$ cat config.mk
export PLATFORM = sky130hd
export DESIGN_NAME = chan_arbiter
export DESIGN_NICKNAME = d
export VERILOG_FILES = /design/src/rtl/chan_pkg.sv /design/src/rtl/rr_pick.sv /design/src/rtl/chan_arbiter.sv
export SDC_FILE = /design/constraint.sdc
export NUM_CORES = 1
export LEC_CHECK = 0
export CAP_MARGIN = 5
export CORE_ASPECT_RATIO = 2
export CORE_MARGIN = 2
export CORE_UTILIZATION = 40
export DETAILED_ROUTE_END_ITERATION = 10
export PLACE_DENSITY_LB_ADDON = 0.2
export SETUP_SLACK_MARGIN = 0.2
export SYNTH_ARGS = -nofsm -noshare
export SYNTH_HDL_FRONTEND = slang
export SYNTH_SLANG_ARGS = --single-unit
export TNS_END_PERCENT = 50
$ cat constraint.sdc
create_clock -name clk -period 9.8 [get_ports clk]
set_input_delay 1.96 -clock clk [delete_from_list [all_inputs] [get_ports clk]]
set_output_delay 1.96 -clock clk [all_outputs]
set_load 0.03 [all_outputs]
$ cat src/rtl/chan_pkg.sv
// chan_pkg: K-characters, FSM states and shared helpers for chan_arbiter.
package chan_pkg;
  localparam logic [7:0] K_COMMA  = 8'hBC;
  localparam logic [7:0] K_TRIG   = 8'h1C;
  localparam logic [7:0] K_ABORT  = 8'h7C;
  localparam logic [7:0] COMMA_HI = 8'h50;
  typedef enum logic [1:0] {IDLE, HDR, PAY, DONE} state_e;
  function automatic logic [15:0] sat_inc(input logic [15:0] v);
    return (v == 16'hFFFF) ? v : v + 16'd1;
  endfunction
endpackage

$ cat src/rtl/rr_pick.sv
// rr_pick: rotating priority encoder, first set request at or after ptr.
module rr_pick #(
  parameter int N  = 16,
  parameter int PW = 4
) (
  input  logic [N-1:0]  req,
  input  logic [PW-1:0] ptr,
  output logic [PW-1:0] idx,
  output logic          vld
);
  logic [PW-1:0] j;
  always_comb begin
    idx = '0;
    j   = '0;
    vld = |req;
    // scan farthest to nearest so the closest requester after ptr wins
    for (int i = N - 1; i >= 0; i--) begin
      j = PW'((int'(ptr) + i) % N);
      if (req[j]) idx = j;
    end
  end
endmodule

$ cat src/rtl/chan_arbiter.sv
// chan_arbiter: round-robin merger of channel blocks onto one GTP lane,
// with trigger K-char insertion, truncation and abort signalling.
module chan_arbiter
  import chan_pkg::*;
#(
  parameter int NCH       = 16,
  parameter int DW        = 16,
  parameter int LENW      = 12,
  parameter int MAX_WORDS = 511
) (
  input  logic              clk,
  input  logic              rst_n,
  input  logic [NCH-1:0]    req,
  output logic [NCH-1:0]    ack,
  input  logic [NCH*DW-1:0] din,
  input  logic [NCH-1:0]    ch_mask,
  input  logic              trig_in,
  output logic [DW-1:0]     tx_data,
  output logic [DW/8-1:0]   tx_k,
  output logic              busy,
  output logic [15:0]       err_cnt
);
  localparam int PW = $clog2(NCH);
  localparam logic [DW-1:0]   COMMA_W = DW'({COMMA_HI, K_COMMA});
  localparam logic [DW-1:0]   ABORT_W = DW'({8'h00, K_ABORT});
  localparam logic [DW/8-1:0] K_LO    = (DW/8)'(1);
  localparam logic [LENW-1:0] MAXL    = LENW'(MAX_WORDS);
  state_e          state_q, state_d;
  logic [PW-1:0]   g_q, g_d, ptr_q, ptr_d, pick_idx, nxt_ptr;
  logic [LENW-1:0] cnt_q, cnt_d, hdr_len;
  logic            trunc_q, trunc_d, pick_vld, req_g;
  logic [DW-1:0]   tx_data_q, tx_data_d, din_g;
  logic [DW/8-1:0] tx_k_q, tx_k_d;
  logic [15:0]     err_q, err_d;
  logic [7:0]      tcnt_q, tcnt_d;
  rr_pick #(.N(NCH), .PW(PW)) u_pick (
    .req(req & ch_mask),
    .ptr(ptr_q),
    .idx(pick_idx),
    .vld(pick_vld)
  );
  assign din_g   = DW'(din >> (g_q * DW));
  assign hdr_len = din_g[LENW-1:0];
  assign req_g   = req[g_q];
  assign nxt_ptr = (g_q == PW'(NCH - 1)) ? '0 : g_q + PW'(1);
  assign tx_data = tx_data_q;
  assign tx_k    = tx_k_q;
  assign err_cnt = err_q;
  assign busy    = (state_q == HDR) || (state_q == PAY);
  always_comb begin
    state_d   = state_q;
    g_d       = g_q;
    ptr_d     = ptr_q;
    cnt_d     = cnt_q;
    trunc_d   = trunc_q;
    tx_data_d = COMMA_W;
    tx_k_d    = K_LO;
    err_d     = err_q;
    tcnt_d    = tcnt_q;
    ack       = '0;
    // a trigger freezes the FSM for the cycle so the block resumes intact
    if (trig_in) begin
      tx_data_d = DW'({tcnt_q, K_TRIG});
      tcnt_d    = tcnt_q + 8'd1;
    end else begin
      case (state_q)
        IDLE: begin
          state_d = pick_vld ? HDR : IDLE;
          g_d     = pick_vld ? pick_idx : g_q;
        end
        HDR, PAY: begin
          if (!req_g) begin
            tx_data_d = ABORT_W;
            err_d     = sat_inc(err_q);
            ptr_d     = nxt_ptr;
            state_d   = IDLE;
          end else begin
            ack[g_q]  = 1'b1;
            tx_data_d = din_g;
            tx_k_d    = '0;
            if (state_q == HDR) begin
              trunc_d = hdr_len > MAXL;
              cnt_d   = trunc_d ? MAXL : hdr_len;
              state_d = (cnt_d == '0) ? DONE : PAY;
            end else begin
              cnt_d   = cnt_q - LENW'(1);
              state_d = (cnt_q == LENW'(1)) ? DONE : PAY;
            end
          end
        end
        DONE: begin
          tx_data_d = trunc_q ? ABORT_W : COMMA_W;
          err_d     = trunc_q ? sat_inc(err_q) : err_q;
          ptr_d     = nxt_ptr;
          trunc_d   = 1'b0;
          state_d   = IDLE;
        end
        default: state_d = IDLE;
      endcase
    end
  end
  always_ff @(posedge clk or negedge rst_n) begin
    if (!rst_n) begin
      state_q   <= IDLE;
      g_q       <= '0;
      ptr_q     <= '0;
      cnt_q     <= '0;
      trunc_q   <= 1'b0;
      tx_data_q <= COMMA_W;
      tx_k_q    <= K_LO;
      err_q     <= '0;
      tcnt_q    <= '0;
    end else begin
      state_q   <= state_d;
      g_q       <= g_d;
      ptr_q     <= ptr_d;
      cnt_q     <= cnt_d;
      trunc_q   <= trunc_d;
      tx_data_q <= tx_data_d;
      tx_k_q    <= tx_k_d;
      err_q     <= err_d;
      tcnt_q    <= tcnt_d;
    end
  end
endmodule

# [Yosys cells after proc, flatten, opt, wreduce, memory -nomap -nowiden]
# Index checks and enable logic that the tools add are counted.
[totals] regBits=65
[op_classes] n_addsub=19 magnitude_cmp=19 n_eq_ne=10 n_shift=1 mux=80 bitwise=2 reduce_logical=12
[ops] operator="256-bit by 8-bit >> shifter with 16-bit output" count=1
[ops] operator="16-bit two-way mux" count=8
[ops] operator="4-bit by 5-bit < comparator with 1-bit output (second input constant)" count=17
[ops] operator="4-bit two-way mux" count=18
[ops] operator="1-bit binary-select mux with 4-bit select" count=17
[ops] operator="16-bit one-hot mux with 2 select lines" count=2
[ops] operator="4-bit adder (second input constant)" count=8
[ops] operator="1-bit two-way mux" count=27
[ops] operator="12-bit two-way mux" count=2
[ops] operator="16-bit by 1-bit adder with 16-bit output (second input constant)" count=1
[ops] operator="4-bit by 3-bit adder with 4-bit output (second input constant)" count=4
[ops] operator="16-bit AND" count=1
[ops] operator="16-bit == test (second input constant)" count=1
[ops] operator="16-bit OR reduction" count=1
[ops] operator="15-bit two-way mux" count=1
[ops] operator="12-bit by 1-bit == test with 1-bit output (second input constant)" count=1
[ops] operator="12-bit by 9-bit greater-than comparator with 1-bit output (second input constant)" count=1
[ops] operator="12-bit logical NOT" count=1
[ops] operator="12-bit by 1-bit subtractor with 12-bit output (second input constant)" count=1
[ops] operator="3-bit AND reduction" count=3
[ops] operator="4-bit by 1-bit adder with 4-bit output (second input constant)" count=2
[ops] operator="4-bit by 2-bit adder with 4-bit output (second input constant)" count=2
[ops] operator="8-bit by 1-bit adder with 8-bit output (second input constant)" count=1
[ops] operator="2-bit inequality test (second input constant)" count=4
[ops] operator="other kinds (16)" count=18

# [Depth between registers and ports, before layout]
[depth] ltp_word=19 ltp_mapped=13 ltp_nobuf=11

# [Modules after synthesis]
# From an unflattened synthesis, not the netlist that was laid out.
[hier_totals] hier_cells=754 hier_area_um2=7863.8
[modules_own_cells] module="chan_arbiter" n_inst=1 cells_each=498 area_each_um2=5455.2 seq_area_each_um2=1611.5
[modules_own_cells] module="rr_pick" n_inst=1 cells_each=256 area_each_um2=2408.6 seq_area_each_um2=0.0

# [Worst setup path after synthesis]
# OpenSTA, ideal clock, no wires.
[synth_timing] path_kind="in2out" startpoint="input req[6]" endpoint="output ack[1]" arrival_time_ns=4.116 t_required_ns=7.840 slack_ns=3.724 cell_stages=9 path_cell_list="mux4_2 mux4_2 and2_1 buf_2 nor2b_1 clkbuf_1 clkbuf_1 nand2_1 nor3_1"
[synth_between] elab_chain_len=5
[synth_lines] element="start: declaration" line="chan_arbiter.sv:13" rtl="input logic [NCH-1:0] req,"
[synth_lines] element="1-bit binary-select mux with 4-bit select" line="chan_arbiter.sv:44" rtl="assign req_g = req[g_q];"
[synth_lines] element="1-bit two-way mux (implied by the code)" line="chan_arbiter.sv:44"
[synth_lines] element="16-bit two-way mux" line="chan_arbiter.sv:72" rtl="if (!req_g) begin"
[synth_lines] element="16-bit two-way mux" line="chan_arbiter.sv:66" rtl="case (state_q)"
[synth_lines] element="16-bit two-way mux" line="chan_arbiter.sv:62" rtl="if (trig_in) begin"
[synth_lines] element="end: declaration" line="chan_arbiter.sv:14" rtl="output logic [NCH-1:0] ack,"
# No other way between the ends. The select of a mux whose other input is x is not followed.

# [Worst setup path after layout]
[layout_timing] startpoint="input req[14]" endpoint="output ack[12]"
# Same word-level chain as after synthesis.

==> impl_metrics.csv <==
group,metric,value,unit
synthesis,seq_area_frac_synth,0.218,
synthesis,syn-num-nets,1038,
worst_setup_path,crit_fanout,17,
layout,fin_nets,1354,
placed_design,placed_cell_area,0.0110,mm^2
placed_design,post-place-ws,2780,ps
grt,grt_usage,0.308,
worst_setup_path,cpPeakStageDelay,610,ps
timing,fin_tns_setup,0,ps
synthesis,ys_types,68,
grt,grt_max_degree,65,
timing,fin_crit_sh,0.720,
layout,fin_util,0.621,
drt,drc,0,
synthesis,synth_edf_count,0,
layout,fin_area,0.0113,mm^2
floorplan,die_w,100,um
grt,antenna_found_initial,7,
worst_setup_path,worstPathArrival,5090,ps
drt,wl,30800,um
cts,cts_tree,"done",
grt,grt_overflow_total,0,
outcome,outcome,"finished clean",
placed_design,gp_congestion,0.996,
worst_setup_path,crit_type,"input pin to primary output",
cts,cts_buffers,9,
timing,hold_violations,0,
cts,cts_max_level,3,
timing,fin_skew,4.00,ps
worst_setup_path,crit_required,7840,ps
cts,cts_resized,0,
worst_setup_path,r2r_cells,9,
floorplan,rows,70,
layout,areaGrowthSynthToFinish,53.3,%
cts,hold_buffers,0,
layout,final_cells,1270,
timing,setup_violations,0,
timing,setup_ws,2750,ps
worst_setup_path,crit_family,"buffers and inverters",
worst_setup_path,cp-start-kind,"input pin",
timing,finalMaxSlewViolations,0,
drt,drt-pass1-iter-count,5,
power_and_ir_drop,vdd_drop_max,186,uV
timing,rsz0062_at_grt,"no",
cts,cts.clk_slew.worst_paths,60,ps
cts,post_cts_buffers,0,
timing,worstMarginPinSlew,1240,ps
drt,drtIter0Drc,374,
cts,max-clock-path-buffers,2,
placed_design,place_inst,1248,
timing,fmax,0.142,GHz
drt,route.vias.total,7758,
placed_design,hpwl,25300,um
worst_hold_path,hp-class,"register to register",
timing,max-slew-margin-rel,0.162,
layout,drive_gt1_frac,0.163,
drt,drtAntennaViolNets,0,
synthesis,synth-seq-cells,64,
timing,whs,484,ps
cts,clk_latency,340,ps
worst_setup_path,crit_buf_inv,3,
flow_run,max_cap_violations,0,
worst_setup_path,end_kind,"primary output",
layout,fill_cells,1523,
synthesis,ys.warnings.count,0,
synthesis,synth_area,0.00738,mm^2
synthesis,syn_area_per_cell,10.2,um^2
floorplan,die_h,196,um
worst_setup_path,slowest_stage,"clkdlybuf4s50_1",
power_and_ir_drop,p_total,3.49,mW
cts,clkSinkCount,64,
worst_hold_path,hold_path_depth,1,
placed_design,io_buffers,340,
worst_setup_path,path_depth,9,
floorplan,start_util,0.405,
power_and_ir_drop,leakage,4.25,nW
drt,avgViaCountPerCell,6.11,
synthesis,synthCells,727,
floorplan,io_pins,342,
cts,root_buffer,"clkbuf_16",
floorplan,die_area,0.0196,mm^2
timing,finalCriticalPeriod,7050,ps
worst_setup_path,path_cells,"clkdlybuf4s50_1, mux4_2, mux4_2, and2_1, nor2b_1, buf_4, nand2_1, nor2_1, clkdlybuf4s50_1",
synthesis,synthArstFlopShare,1.00,
power_and_ir_drop,powerDensity,309,mW/mm^2
grt,grt_pass1_vias,7972,
grt,grt_pass1_wl,45500,um
drt,post_drt_wl_per_cell,24.3,um
synthesis,ys.flop_type,"dfrtp_1",
floorplan,core_area,0.0182,mm^2
## per-layer routing
metal | vias up | routed length [um] | track usage | part of all wire
met1 | 3772 | 10500 | 0.326 | 0.34
li1 | 3479 | - | - | -
met2 | 406 | 16200 | 0.561 | 0.53
met5 | - | 16 | 0 | 0.00052
met4 | 2 | 1620 | 0.148 | 0.053
met3 | 99 | 2460 | 0.0720 | 0.080
## Yosys cell counts, drive strengths merged, types with 18 or more instances
cell	n	area share
nor3	19	0.013
a21oi	29	0.020
nand3	19	0.013
nand2	89	0.046
inv	22	0.011
xnor2	25	0.030
ha	20	0.034
mux2i	18	0.024
o21ai	48	0.033
mux4	107	0.33
buf	22	0.014
nor2	54	0.028
clkbuf	26	0.013
dfrtp	56	0.19
## report_power, final
| group | internal (mW) | total, mW | leakage, nW | switching (mW) |
|---|---|---|---|---|
| sequential | 0.368 | 0.520 | 0.788 | 0.152 |
| combinational | 1.18 | 2.60 | 3.29 | 1.42 |
| clock | 0.251 | 0.377 | 0.171 | 0.126 |
## worst paths after layout
check	end	slack, ps	from
worst max-delay path	ack[12]	2750	req[14]
max in group asynchronous	g_q[0]$_DFFE_PN0P_	7390	rst_n
worst min register to register	err_cnt[10]$_DFFE_PN0P_	480	err_cnt[10]$_DFFE_PN0P_
worst min-delay path	err_cnt[10]$_DFFE_PN0P_	480	err_cnt[10]$_DFFE_PN0P_
min in group asynchronous	err_cnt[10]$_DFFE_PN0P_	1810	rst_n
worst max register to register	g_q[2]$_DFFE_PN0P_	5570	ptr_q[0]$_DFFE_PN0P_
## area by class of cell
cell class | count | area, um^2 | area share
multi-input cells | 592 | 5480 | 0.484
repair buffers | 353 | 3500 | 0.309
flip-flops and latches | 64 | 1620 | 0.143
well taps | 216 | 270 | 0.0239
clock buffers | 9 | 225 | 0.0199
clock inverters | 7 | 125 | 0.0111
inverters | 23 | 86.3 | 0.00763
diodes | 6 | 15.0 | 0.00133
## kinds of logic after synthesis
| group | Yosys count | share of synthesized area |
|---|---|---|
| other | 1 | 0.000508 |
| flip-flops | 64 | 0.218 |
| multiplexers | 136 | 0.368 |
| adder cells (fa/ha/maj) | 20 | 0.0339 |
| XOR/XNOR | 35 | 0.0415 |
| AO/OA/AOI/OAI | 145 | 0.129 |
| buffers and inverters | 71 | 0.0393 |
| AND/OR/NAND/NOR | 255 | 0.170 |
## cells in the final DEF (no fill, tap or decap), types with 8 or more instances in the layout
master	instances
nand4_1	14
nand2_1	88
dfrtp_1	53
mux4_2	107
a22o_1	9
clkdlybuf4s50_1	339
clkbuf_16	9
o21ai_0	48
ha_1	20
dfstp_2	8
nor2_1	51
and2_1	11
xor2_1	10
a21oi_1	29
xnor2_1	25
nor3_1	19
inv_1	20
mux2i_1	18
mux2_2	11
and3_1	8
nand3_1	19
buf_4	13
## flip-flops by register name, summed over array words and instances (netlist names)
name	cells
err_cnt	16
tx_data	16
cnt_q	12
tcnt_q	8
g_q	4
ptr_q	4
state_q	2
trunc_q	1
tx_k	1
Power figures use the tool's default switching activity.
